File: src/rtl/mem_stage.sv
// rtl/mem_stage.sv - RISC-V MEM stage: dmem/BIOS/IO access, UART handshake, MEM/WB register.
// Optional statistics counters at IO 0x10/0x14/0x18 enabled by defining MEM_STAT_CTR_EN.
module mem_stage #(
  parameter int          CLK_CTR_WIDTH = 32,
  parameter logic [31:0] RESET_PC4     = 32'h4000_0004
) (
  input  logic        clk,
  input  logic        rst,
  input  logic [31:0] mem_alu,
  input  logic [31:0] mem_fpu,
  input  logic [31:0] mem_pc4,
  input  logic [31:0] mem_rs2,
  input  logic [31:0] mem_inst,
  input  logic        flush,
  output logic [13:0] dmem_addr,
  output logic [31:0] dmem_din,
  output logic [3:0]  dmem_we,
  output logic [11:0] bios_addr,
  output logic        uart_tx_valid,
  output logic [7:0]  uart_tx_data,
  input  logic        uart_tx_ready,
  input  logic        uart_rx_valid,
  input  logic [7:0]  uart_rx_data,
  output logic        uart_rx_ready,
  output logic        stall,
  output logic [31:0] wb_alu,
  output logic [31:0] wb_fpu,
  output logic [31:0] wb_pc4,
  output logic [31:0] wb_inst,
  output logic [31:0] wb_io_dout
);

  localparam logic [6:0] OP_STORE = 7'b0100011;
  localparam logic [6:0] OP_LOAD  = 7'b0000011;

  logic [6:0]  opcode;
  logic [2:0]  funct3;
  logic [3:0]  region;
  logic [27:0] io_off;
  logic        live, is_store, is_load, in_dmem, in_io, tx_store;
  logic [3:0]  store_mask;
  logic [31:0] io_rdata;
  logic        unused_inst_bits;

  assign opcode = mem_inst[6:0];
  assign funct3 = mem_inst[14:12];
  assign region = mem_alu[31:28];
  assign io_off = mem_alu[27:0];
  assign unused_inst_bits = ^{mem_inst[31:15], mem_inst[11:7]};

  // Reset and flush both kill every side effect of the instruction in MEM.
  assign live     = (mem_inst != 32'h0) && !flush && !rst;
  assign is_store = live && (opcode == OP_STORE);
  assign is_load  = live && (opcode == OP_LOAD);
  assign in_dmem  = (region[3:2] == 2'b00) && region[0];
  assign in_io    = (region == 4'b1000);
  assign tx_store = is_store && in_io && (io_off == 28'h8);

  assign stall         = tx_store && !uart_tx_ready;
  assign uart_tx_valid = tx_store && uart_tx_ready;
  assign uart_tx_data  = mem_rs2[7:0];
  assign uart_rx_ready = is_load && in_io && (io_off == 28'h4) && uart_rx_valid;

  assign dmem_addr = mem_alu[15:2];
  assign bios_addr = mem_alu[13:2];

  always_comb begin
    store_mask = 4'b0000;
    dmem_din   = mem_rs2;
    case (funct3)
      3'b000: begin
        store_mask = 4'b0001 << mem_alu[1:0];
        dmem_din   = {4{mem_rs2[7:0]}};
      end
      3'b001: begin
        store_mask = mem_alu[0] ? 4'b0000 : (4'b0011 << {mem_alu[1], 1'b0});
        dmem_din   = {2{mem_rs2[15:0]}};
      end
      3'b010:  store_mask = (mem_alu[1:0] == 2'b00) ? 4'b1111 : 4'b0000;
      default: store_mask = 4'b0000;
    endcase
    dmem_we = (is_store && in_dmem && !stall) ? store_mask : 4'b0000;
  end

`ifdef MEM_STAT_CTR_EN
  logic [CLK_CTR_WIDTH-1:0] cycle_ctr, inst_ctr;
  logic clr_ctrs, retire;

  assign clr_ctrs = is_store && in_io && (io_off == 28'h18);
  assign retire   = live && !stall;

  // A clear write takes priority over this cycle's increments.
  always_ff @(posedge clk) begin
    if (rst || clr_ctrs) begin
      cycle_ctr <= '0;
      inst_ctr  <= '0;
    end else begin
      cycle_ctr <= cycle_ctr + 1'b1;
      inst_ctr  <= inst_ctr + {{(CLK_CTR_WIDTH-1){1'b0}}, retire};
    end
  end
`endif

  always_comb begin
    io_rdata = 32'h0;
    case (io_off)
      28'h00: io_rdata = {30'h0, uart_rx_valid, uart_tx_ready};
      28'h04: io_rdata = {24'h0, uart_rx_data};
`ifdef MEM_STAT_CTR_EN
      28'h10: io_rdata = 32'(cycle_ctr);
      28'h14: io_rdata = 32'(inst_ctr);
`endif
      default: io_rdata = 32'h0;
    endcase
    if (!in_io) io_rdata = 32'h0;
  end

  always_ff @(posedge clk) begin
    if (rst) begin
      wb_alu     <= 32'h0;
      wb_fpu     <= 32'h0;
      wb_pc4     <= RESET_PC4;
      wb_inst    <= 32'h0;
      wb_io_dout <= 32'h0;
    end else if (flush || stall) begin
      wb_alu     <= 32'h0;
      wb_fpu     <= 32'h0;
      wb_pc4     <= 32'h0;
      wb_inst    <= 32'h0;
      wb_io_dout <= 32'h0;
    end else begin
      wb_alu     <= mem_alu;
      wb_fpu     <= mem_fpu;
      wb_pc4     <= mem_pc4;
      wb_inst    <= mem_inst;
      wb_io_dout <= io_rdata;
    end
  end

endmodule

File: config.mk
export PLATFORM = sky130hd
export DESIGN_NAME = mem_stage
export DESIGN_NICKNAME = d
export VERILOG_FILES = /design/src/rtl/mem_stage.sv
export SDC_FILE = /design/constraint.sdc
export NUM_CORES = 1
export LEC_CHECK = 0
export BUFFER_PORTS_ARGS = -buffer_cell sky130_fd_sc_hd__clkbuf_2
export CORE_AREA = 8 8 151 153
export CTS_CLUSTER_SIZE = 40
export DETAILED_ROUTE_END_ITERATION = 6
export DIE_AREA = 0 0 159 161
export GPL_TIMING_DRIVEN = 0
export SLEW_MARGIN = 20
export SYNTH_ARGS = -nofsm -noshare
export SYNTH_HDL_FRONTEND = slang
export SYNTH_SLANG_ARGS = --single-unit
File: constraint.sdc
create_clock -name clk -period 2.7 [get_ports clk]
set_input_delay 0.27 -clock clk [delete_from_list [all_inputs] [get_ports clk]]
set_output_delay 0.27 -clock clk [all_outputs]
set_load 0.1 [all_outputs]
==> flow_summary.ini, run 1 <==
[run_status]
status = complete, no violations

[floorplanning]
io_pins = 406
fp-row-count = 53
start_util_pct = 23.5
die_y_um = 161
coreArea_um2 = 20600
dieArea_um2 = 25600
die_x_um = 159

[finish]
multi_input_area_um2 = 1630
drive_gt1_share_pct = 59.7
nets = 1038
final_util_pct = 38.1
nFillCells = 2111
area_delta_synth_final_pct = 62.1
design_area_um2 = 7840
seq_area_um2 = 2720
diodes = 0

[global_routing]
antenna_found_initial = 0
use_met1_pct = 13.9
grt_pass1_vias = 4760
grt_max_degree = 17
grt_usage_pct = 14.5
grt_use_met3_pct = 7.56
grt_remaining_overflow = 0
grt_busiest_layer = met2
grt_pass1_wl_mm = 28.2
gr-usage-met2_pct = 26.5

[logic_synthesis]
yosysTopAreaCell = dfxtp_1
synth_flop_cell = dfxtp_1
netlist_area_um2 = 4830
avgSynthCellArea_um2 = 10.9
netlist_instances = 443
ys_top_cells_by_area = dfxtp_1, and2_1, buf_4
ys_seq_area_share_pct = 56.3
ys_warn_count = 0
yosysTopAreaCellShare_pct = 56.3
synth_edf_count = 0
ys_ff_latch = 136
async_flop_share_pct = 0
yosysUniqueCellTypes = 31

[sta]
fin_crit_sh_pct = 94.3
rsz0062_at_grt = no
max_slew_margin_pct = 46.3
final.min_clock_period_ns = 2.55
whs_ns = 0.0486
final-hold-violation-count = 0
tightest_slew_ns = 0.801
final_max_slew_viol_count = 0
fmax_mhz = 393
setup_viol = 0

[clock_tree]
clock_sinks = 136
clk_pin_slew_ns = 0.07
cts_tree = done
numCtsBuffers = 17
cts_hold_buffers = 0
cts_root_buf = clkbuf_16
clock_path_buffers = 2
cts_htree_levels = 4

[power]
vdd_drop_max_mv = 0.342
swShare_pct = 39.0
p_clk_share_pct = 37.9
pwr-share-seq_pct = 34.2
cellPowerDensity_nw_per_um2 = 783
p_leak_uw = 0.00411
p_comb_share_pct = 27.9
switchingPower_uw = 2400
p_int_uw = 3740

[worst_setup_path]
cp-startpoint = mem_inst[13]
crit_path_end = dmem_din[22]
cp_max_fo = 10
cp-start-kind = primary input
arrival_ns = 2.28
crit_type = primary input to primary output
worst_ep_required_time_ns = 2.43
end_kind = primary output

[worst_hold_path]
worstHoldStart = mem_pc4[11]
hold_path.class = primary input to flip-flop

[detailed_routing]
via_per_inst = 3.79
drcViolationCount = 0
detail-route-antenna-nets = 0
vias = 4366
drtIter0Drc = 139
firstDrtPassIters = 4
routedWlPerCell_um = 16.5
wirelength_mm = 19.0

[placement]
place.gp.congestion = 0.795
numPortBuffers = 379
dp_hpwl_mm = 16.2
place_area_um2 = 7230

[job]
maxCapViolCount = 0
## cell usage after synthesis, types with 3 or more instances
library cell,instances
buf_6,9
and2_1,131
nand4_1,4
nor2_1,13
nor3_1,7
a21oi_1,10
mux2_2,16
nor4_1,8
mux2i_1,10
clkbuf_1,9
buf_4,66
dfxtp_1,136
nand2b_1,3
## registers in the layout, indices dropped and copies added (netlist names)
signal / cells
wb_alu: 32
wb_pc4: 32
wb_io_dout: 8
wb_fpu: 32
wb_inst: 32
## critical path: stages
cell and delay (ns):
clkbuf_1 0.19, nor2_1 0.53, clkbuf_1 0.51, mux2_2 0.40
clkbuf_2 0.37
## logic make-up (layout without fill, tap and decap cells)
group	after synthesis	in the layout	share of synthesized area, %
flops	136	136	56.3
compound gates	16	16	1.99
simple gates	177	177	22.4
mux	26	26	5.80
xor+xnor	1	1	0.181
buf+inv	86	498	13.2
other cells	1	24	0.0776
## placed cells by master (no fill, tap or decap), drive strengths merged
cell      Yosys  routed
clkbuf        9     405
dfxtp       136     136
and2        131     131
buf          75      77
conb          1      24
mux2         16      16
nor2         13      13
mux2i        10      10
a21oi        10      10
inv           2      10
nor4          8       8
nor3          8       8
nand4         4       4
nand2b        3       3
clkinv        0       3
nor4b         2       2
o21bai        2       2
clkinvlp      0       2
and4bb        1       1
nor3b         1       1
nor2b         1       1
or3b          1       1
a211oi        1       1
xnor2         1       1
a2111oi       1       1
or2           1       1
nand3         1       1
and3          1       1
nand3b        1       1
a31oi         1       1
o31a          1       1
bufinv        0       1
## per-stage QoR
stage	TNS [ns]	instances	total power, µW	setup WS [ns]
floorplan	-0.464	466	3530	-0.446
global placement	-1.61	1120	3870	-0.882
detailed placement	-0.214	1121	3870	-0.142
CTS	0	1153	6220	0.0416
global route	0	1153	6370	0.0139
finish	0	1153	6140	0.153
## worst min-delay path by stage
stage | slack (ns) | to | cells after the start
CTS | 0.03 | wb_pc4[11] | 2
floorplan | 0.34 | wb_alu[2] | 1
detailed placement | 0.47 | wb_fpu[29] | 2
finish | 0.05 | wb_pc4[11] | 2
global placement | 0.47 | wb_fpu[14] | 2
global route | 0.03 | wb_fpu[31] | 2
## final cells by class
| cell class | instances | share of cell area, % |
|---|---|---|
| flip-flops and latches | 136 | 34.7 |
| repair buffers | 380 | 24.3 |
| multi-input cells | 244 | 20.8 |
| plain buffers | 84 | 8.06 |
| clock buffers | 18 | 5.60 |
| well taps | 275 | 4.39 |
| clock inverters | 14 | 2.00 |
| inverters | 2 | 0.0958 |
## repair_timing
item | in CTS | in global routing
gates resized for setup | 3 | 2
pin swaps | 0 | 0
setup endpoints to repair | 3 | 1
cloned | 0 | 0
endpoints found under the hold margin | 0 | 0
buffers inserted | 0 | 0
## power groups by stage
stage	Sequential, µW	Clock (µW)	Combinational, µW
after global routing	2110	2490	1770
after CTS	2100	2390	1730
after global placement	2150	0	1720
final	2100	2320	1710
after floorplan	2710	0	824
after detailed placement	2150	0	1720
## per-layer routing
| metal | share of wire (%) | wire length, µm | vias up |
|---|---|---|---|
| li1 | - | - | 2183 |
| met3 | 11 | 2090 | 10 |
| met1 | 37 | 7000 | 1917 |
| met5 | 0 | 0 | - |
| met4 | 0.93 | 176 | 0 |
| met2 | 51 | 9750 | 256 |
Note: power is estimated with default switching activity, not from simulation.
==> run 2, diff against run 1 <==
--- a/config.mk
+++ b/config.mk
@@ -6,11 +6,14 @@
 export NUM_CORES = 1
 export LEC_CHECK = 0
 export BUFFER_PORTS_ARGS = -buffer_cell sky130_fd_sc_hd__clkbuf_2
-export CORE_AREA = 8 8 151 153
+export CELL_PAD_IN_SITES_DETAIL_PLACEMENT = 1
+export CELL_PAD_IN_SITES_GLOBAL_PLACEMENT = 2
+export CORE_MARGIN = 8
+export CORE_UTILIZATION = 22
 export CTS_CLUSTER_SIZE = 40
 export DETAILED_ROUTE_END_ITERATION = 6
-export DIE_AREA = 0 0 159 161
 export GPL_TIMING_DRIVEN = 0
+export PLACE_DENSITY_LB_ADDON = 0.1
 export SLEW_MARGIN = 20
 export SYNTH_ARGS = -nofsm -noshare
 export SYNTH_HDL_FRONTEND = slang
==> run 2 against run 1 <==
Compared with the run above:
- critical path type unchanged
- largest cell class unchanged
- worst setup slack improved by 0.062 ns
- worst hold slack got worse by 0.0021 ns
- final area decreased by 0.18%
- clock power decreased by 3%
==> flow_summary.ini, run 2 (same netlist as run 1, synthesis figures left out) <==
[sta]
setup_viol = 0
rsz0062_at_grt = no
whs_ns = 0.0465
final-hold-violation-count = 0
tightest_slew_ns = 0.705
max_slew_margin_pct = 53.0
final.min_clock_period_ns = 2.48
fin_crit_sh_pct = 92.0
fmax_mhz = 402
final_max_slew_viol_count = 0

[floorplanning]
start_util_pct = 22.3
io_pins = 406
die_y_um = 164
die_x_um = 164
fp-row-count = 54
dieArea_um2 = 27000
coreArea_um2 = 21700

[placement]
place_area_um2 = 7220
place.gp.congestion = 0.737
numPortBuffers = 379
place_inst = 1125
dp_hpwl_mm = 18.0

[detailed_routing]
drtIter0Drc = 110
firstDrtPassIters = 4
via_per_inst = 3.85
detail-route-antenna-nets = 0
vias = 4455
drcViolationCount = 0
routedWlPerCell_um = 18.0
wirelength_mm = 20.9

[clock_tree]
numCtsBuffers = 17
cts_root_buf = clkbuf_16
cts_hold_buffers = 0
clock_sinks = 136
cts_htree_levels = 4
cts_tree = done
clk_pin_slew_ns = 0.07
clock_path_buffers = 2

[finish]
design_area_um2 = 7830
nets = 1038
final_cell_mix = clkbuf_2, dfxtp_1, and2_1
final_common_cell = clkbuf_2
final_cells = 1158
diodes = 0
drive_gt1_share_pct = 59.3
area_delta_synth_final_pct = 61.9

[global_routing]
gr-usage-met2_pct = 27.5
grt_pass1_vias = 5004
use_met1_pct = 13.6
grt_busiest_layer = met2
grt_use_met3_pct = 8.50
grt_max_degree = 17
grt_usage_pct = 14.9
grt_pass1_wl_mm = 29.4
antenna_found_initial = 0
grt_remaining_overflow = 0

[worst_setup_path]
crit_slowest_cell = clkbuf_2
cp_max_fo = 4
cp-start-kind = primary input
arrival_ns = 2.21
crit_type = primary input to primary output
slowest_delay_ns = 0.50
worst_ep_required_time_ns = 2.43
path_cells = clkbuf_2 > nor4_1 > nand4_1 > or2_2 > nor3_2 > clkbuf_2
worst_path_most_repeated_cell = clkbuf_2
end_kind = primary output

[power]
vdd_drop_max_mv = 0.289
p_leak_uw = 0.00410
cellPowerDensity_nw_per_um2 = 776

[job]
maxCapViolCount = 0

[worst_hold_path]
hold_depth = 2
hold_path.class = primary input to flip-flop

[run_status]
status = complete, no violations
run 2: metrics by stage:
step	util, %	power, µW	setup WS, ns	TNS, ns
after global routing	36.1	6310	0.0573	0
after floorplan	-	3530	-0.446	-0.464
final	36.1	6080	0.215	0
after global placement	33.3	3860	-0.451	-0.451
after CTS	36.0	6160	0.0224	0
after detailed placement	33.3	3880	-0.502	-0.502
run 2: area by class of cell:
class | instances | area [µm²]
clock inverters | 14 | 139
well taps | 280 | 350
repair buffers | 380 | 1900
fillers | 2584 | 13900
plain buffers | 84 | 631
inverters | 2 | 7.51
flip-flops and latches | 136 | 2720
clock buffers | 18 | 439
multi-input cells | 244 | 1630
run 2: final timing paths:
kind / end / from
setup / recovery: uart_tx_valid / mem_alu[9]
hold / removal: wb_pc4[7] / mem_pc4[7]
run 2: power by group:
| group | switching (µW) | internal, µW |
|---|---|---|
| Sequential | 20.3 | 2080 |
| Clock | 942 | 1310 |
| Combinational | 1390 | 322 |
| Total | 2360 | 3720 |
run 2: what timing repair did:
item,4_1_cts,5_1_grt
setup endpoints to repair,1,1
pin swaps,0,1
setup buffers,0,1
resized for setup,2,0
run 2: worst max-delay path: cells and delay by family:
kind / cells / cell delay, ns
AND/OR/NAND/NOR: 4 / 1.33
buffers and inverters: 2 / 0.61
run 2: routing by layer:
| layer | routed length (µm) | up-vias |
|---|---|---|
| li1 | - | 2175 |
| met1 | 7130 | 2016 |
| met2 | 10800 | 249 |
| met3 | 2750 | 15 |
| met4 | 232 | 0 |
| met5 | 0 | - |
==> run 3, diff against run 2 <==
==> constraint.sdc (replaced) <==
create_clock -name clk -period 2.7 [get_ports clk]
set_input_delay 0.54 -clock clk [delete_from_list [all_inputs] [get_ports clk]]
set_output_delay 0.54 -clock clk [all_outputs]
set_load 0.1 [all_outputs]
==> run 3 against run 2 <==
Compared with the run above:
- highest routed layer unchanged
- largest power group unchanged
- largest cell class unchanged
- via count increased by 2.1%
- critical path depth increased by 1
- clock power increased by 6%
==> flow_summary.ini, run 3 (same netlist as run 1, synthesis figures left out) <==
[run_status]
status = complete, no violations

[clock_tree]
clock_path_buffers = 2
cts_tree = done
numCtsBuffers = 17
clock_sinks = 136
cts_root_buf = clkbuf_16
cts_htree_levels = 4
clk_pin_slew_ns = 0.06
cts_hold_buffers = 0

[power]
switchingPower_uw = 2350
p_leak_uw = 0.00418
p_clk_share_pct = 38.4
cellPowerDensity_nw_per_um2 = 777
p_comb_share_pct = 27.8
vdd_drop_max_mv = 0.336
p_int_uw = 3890
total_power_uw = 6240
pwr-share-seq_pct = 33.7
swShare_pct = 37.7

[placement]
dp_hpwl_mm = 18.1
place.gp.congestion = 0.721
numPortBuffers = 379

[worst_setup_path]
cp-start-kind = primary input
crit_family = simple AND/OR/NAND/NOR gates
end_kind = primary output
cp_max_fo = 4
slowest_delay_ns = 0.38
path_buf_inv = 3
cp-startpoint = mem_alu[4]
crit_type = primary input to primary output
arrival_ns = 2.05
worst_ep_required_time_ns = 2.16
crit_slowest_cell = nor4_1
path_cells = clkbuf_2 > nor4_1 > nand4_1 > buf_4 > or2_4 > nor3_4 > buf_8

[floorplanning]
coreArea_um2 = 21700
die_x_um = 164
die_y_um = 164
dieArea_um2 = 27000
start_util_pct = 22.3
io_pins = 406
fp-row-count = 54

[detailed_routing]
drcViolationCount = 0
wl_met3_mm = 2.52
wl_met1_mm = 7.37
drtIter0Drc = 66
via_per_inst = 3.91
top_layer = met4
vias = 4549
dr_wl_met2_mm = 11.0
wirelength_mm = 21.1
firstDrtPassIters = 3
routedWlPerCell_um = 18.1
detail-route-antenna-nets = 0

[finish]
final_cell_mix = clkbuf_2, dfxtp_1, and2_1
nets = 1041
drive_gt1_share_pct = 60.3
area_delta_synth_final_pct = 66.1
final_common_cell = clkbuf_2

[sta]
max_slew_margin_pct = 59.7
final-hold-violation-count = 0
rsz0062_at_grt = yes
fin_crit_sh_pct = 95.9
final_max_slew_viol_count = 0
tightest_slew_ns = 0.606
whs_ns = 0.326
final.min_clock_period_ns = 2.59
setup_viol = 0
fmax_mhz = 386

[global_routing]
antenna_found_initial = 0
grt_pass1_vias = 4984
grt_usage_pct = 15.0
grt_pass1_wl_mm = 29.8
grt_max_degree = 17
grt_remaining_overflow = 0

[job]
maxCapViolCount = 0

[worst_hold_path]
hold_path.class = primary input to flip-flop
worstHoldStart = uart_rx_data[6]
==> run 3: changes by cell type in the layout (fill, tap and decap cells not counted), moves of 3 or more <==
cell      delta
clkbuf_2    -16
clkbuf_4    +16
a21oi_2      -5
a21oi_4      +5
nor2_1       -3
nor3_2       -3
nor3_4       +3
==> run 3: path summary, 6_finish.rpt <==
path	to	depth (start not counted)
worst max-delay path	uart_tx_valid	7
worst min-delay path	wb_io_dout[6]	2
==> run 3: routing by layer <==
layer | vias to the layer above | global-route usage, %
met1 | 2112 | 14.6
met4 | 0 | 4.09
met5 | - | 0
met3 | 9 | 7.14
met2 | 243 | 27.6
li1 | 2185 | -
==> run 3: power by group through the flow <==
| stage | logic [µW] | clock network [µW] | registers, µW |
|---|---|---|---|
| 2_1_floorplan | 834 | 0 | 2710 |
| 3_3_place_gp | 1730 | 0 | 2150 |
| 3_5_place_dp | 1740 | 0 | 2150 |
| 4_1_cts | 1750 | 2460 | 2110 |
| 5_1_grt | 1800 | 2560 | 2110 |
| 6_report | 1740 | 2400 | 2100 |
==> run 3: cell type report <==
class,instances,area [µm²]
antenna,1,2.50
buffer,84,638
clock buffer,19,433
clock inverter,13,170
fill,2619,13700
inverter,2,7.51
multi-input combinational,244,1720
sequential,136,2720
tap,280,350
timing repair buffer,383,1980
==> run 3: stage by stage <==
step	utilization, %	instances	worst slack [ns]	TNS (ns)	area, µm²
floorplan	-	466	-0.350	-1.07	5060
global placement	33.7	1125	-1.41	-7.80	7300
detailed placement	33.7	1126	-0.453	-6.00	7310
CTS	36.9	1161	0.0115	0	7990
global route	37.0	1161	-0.00421	-0.00421	8030
finish	37.0	1162	0.111	0	8030
==> run 3: repair_timing <==
| action | in CTS | in global routing |
|---|---|---|
| resized for setup | 18 | 23 |
| setup buffers | 3 | 0 |
| endpoints found under the setup margin | 27 | 17 |
| pin swaps | 2 | 0 |
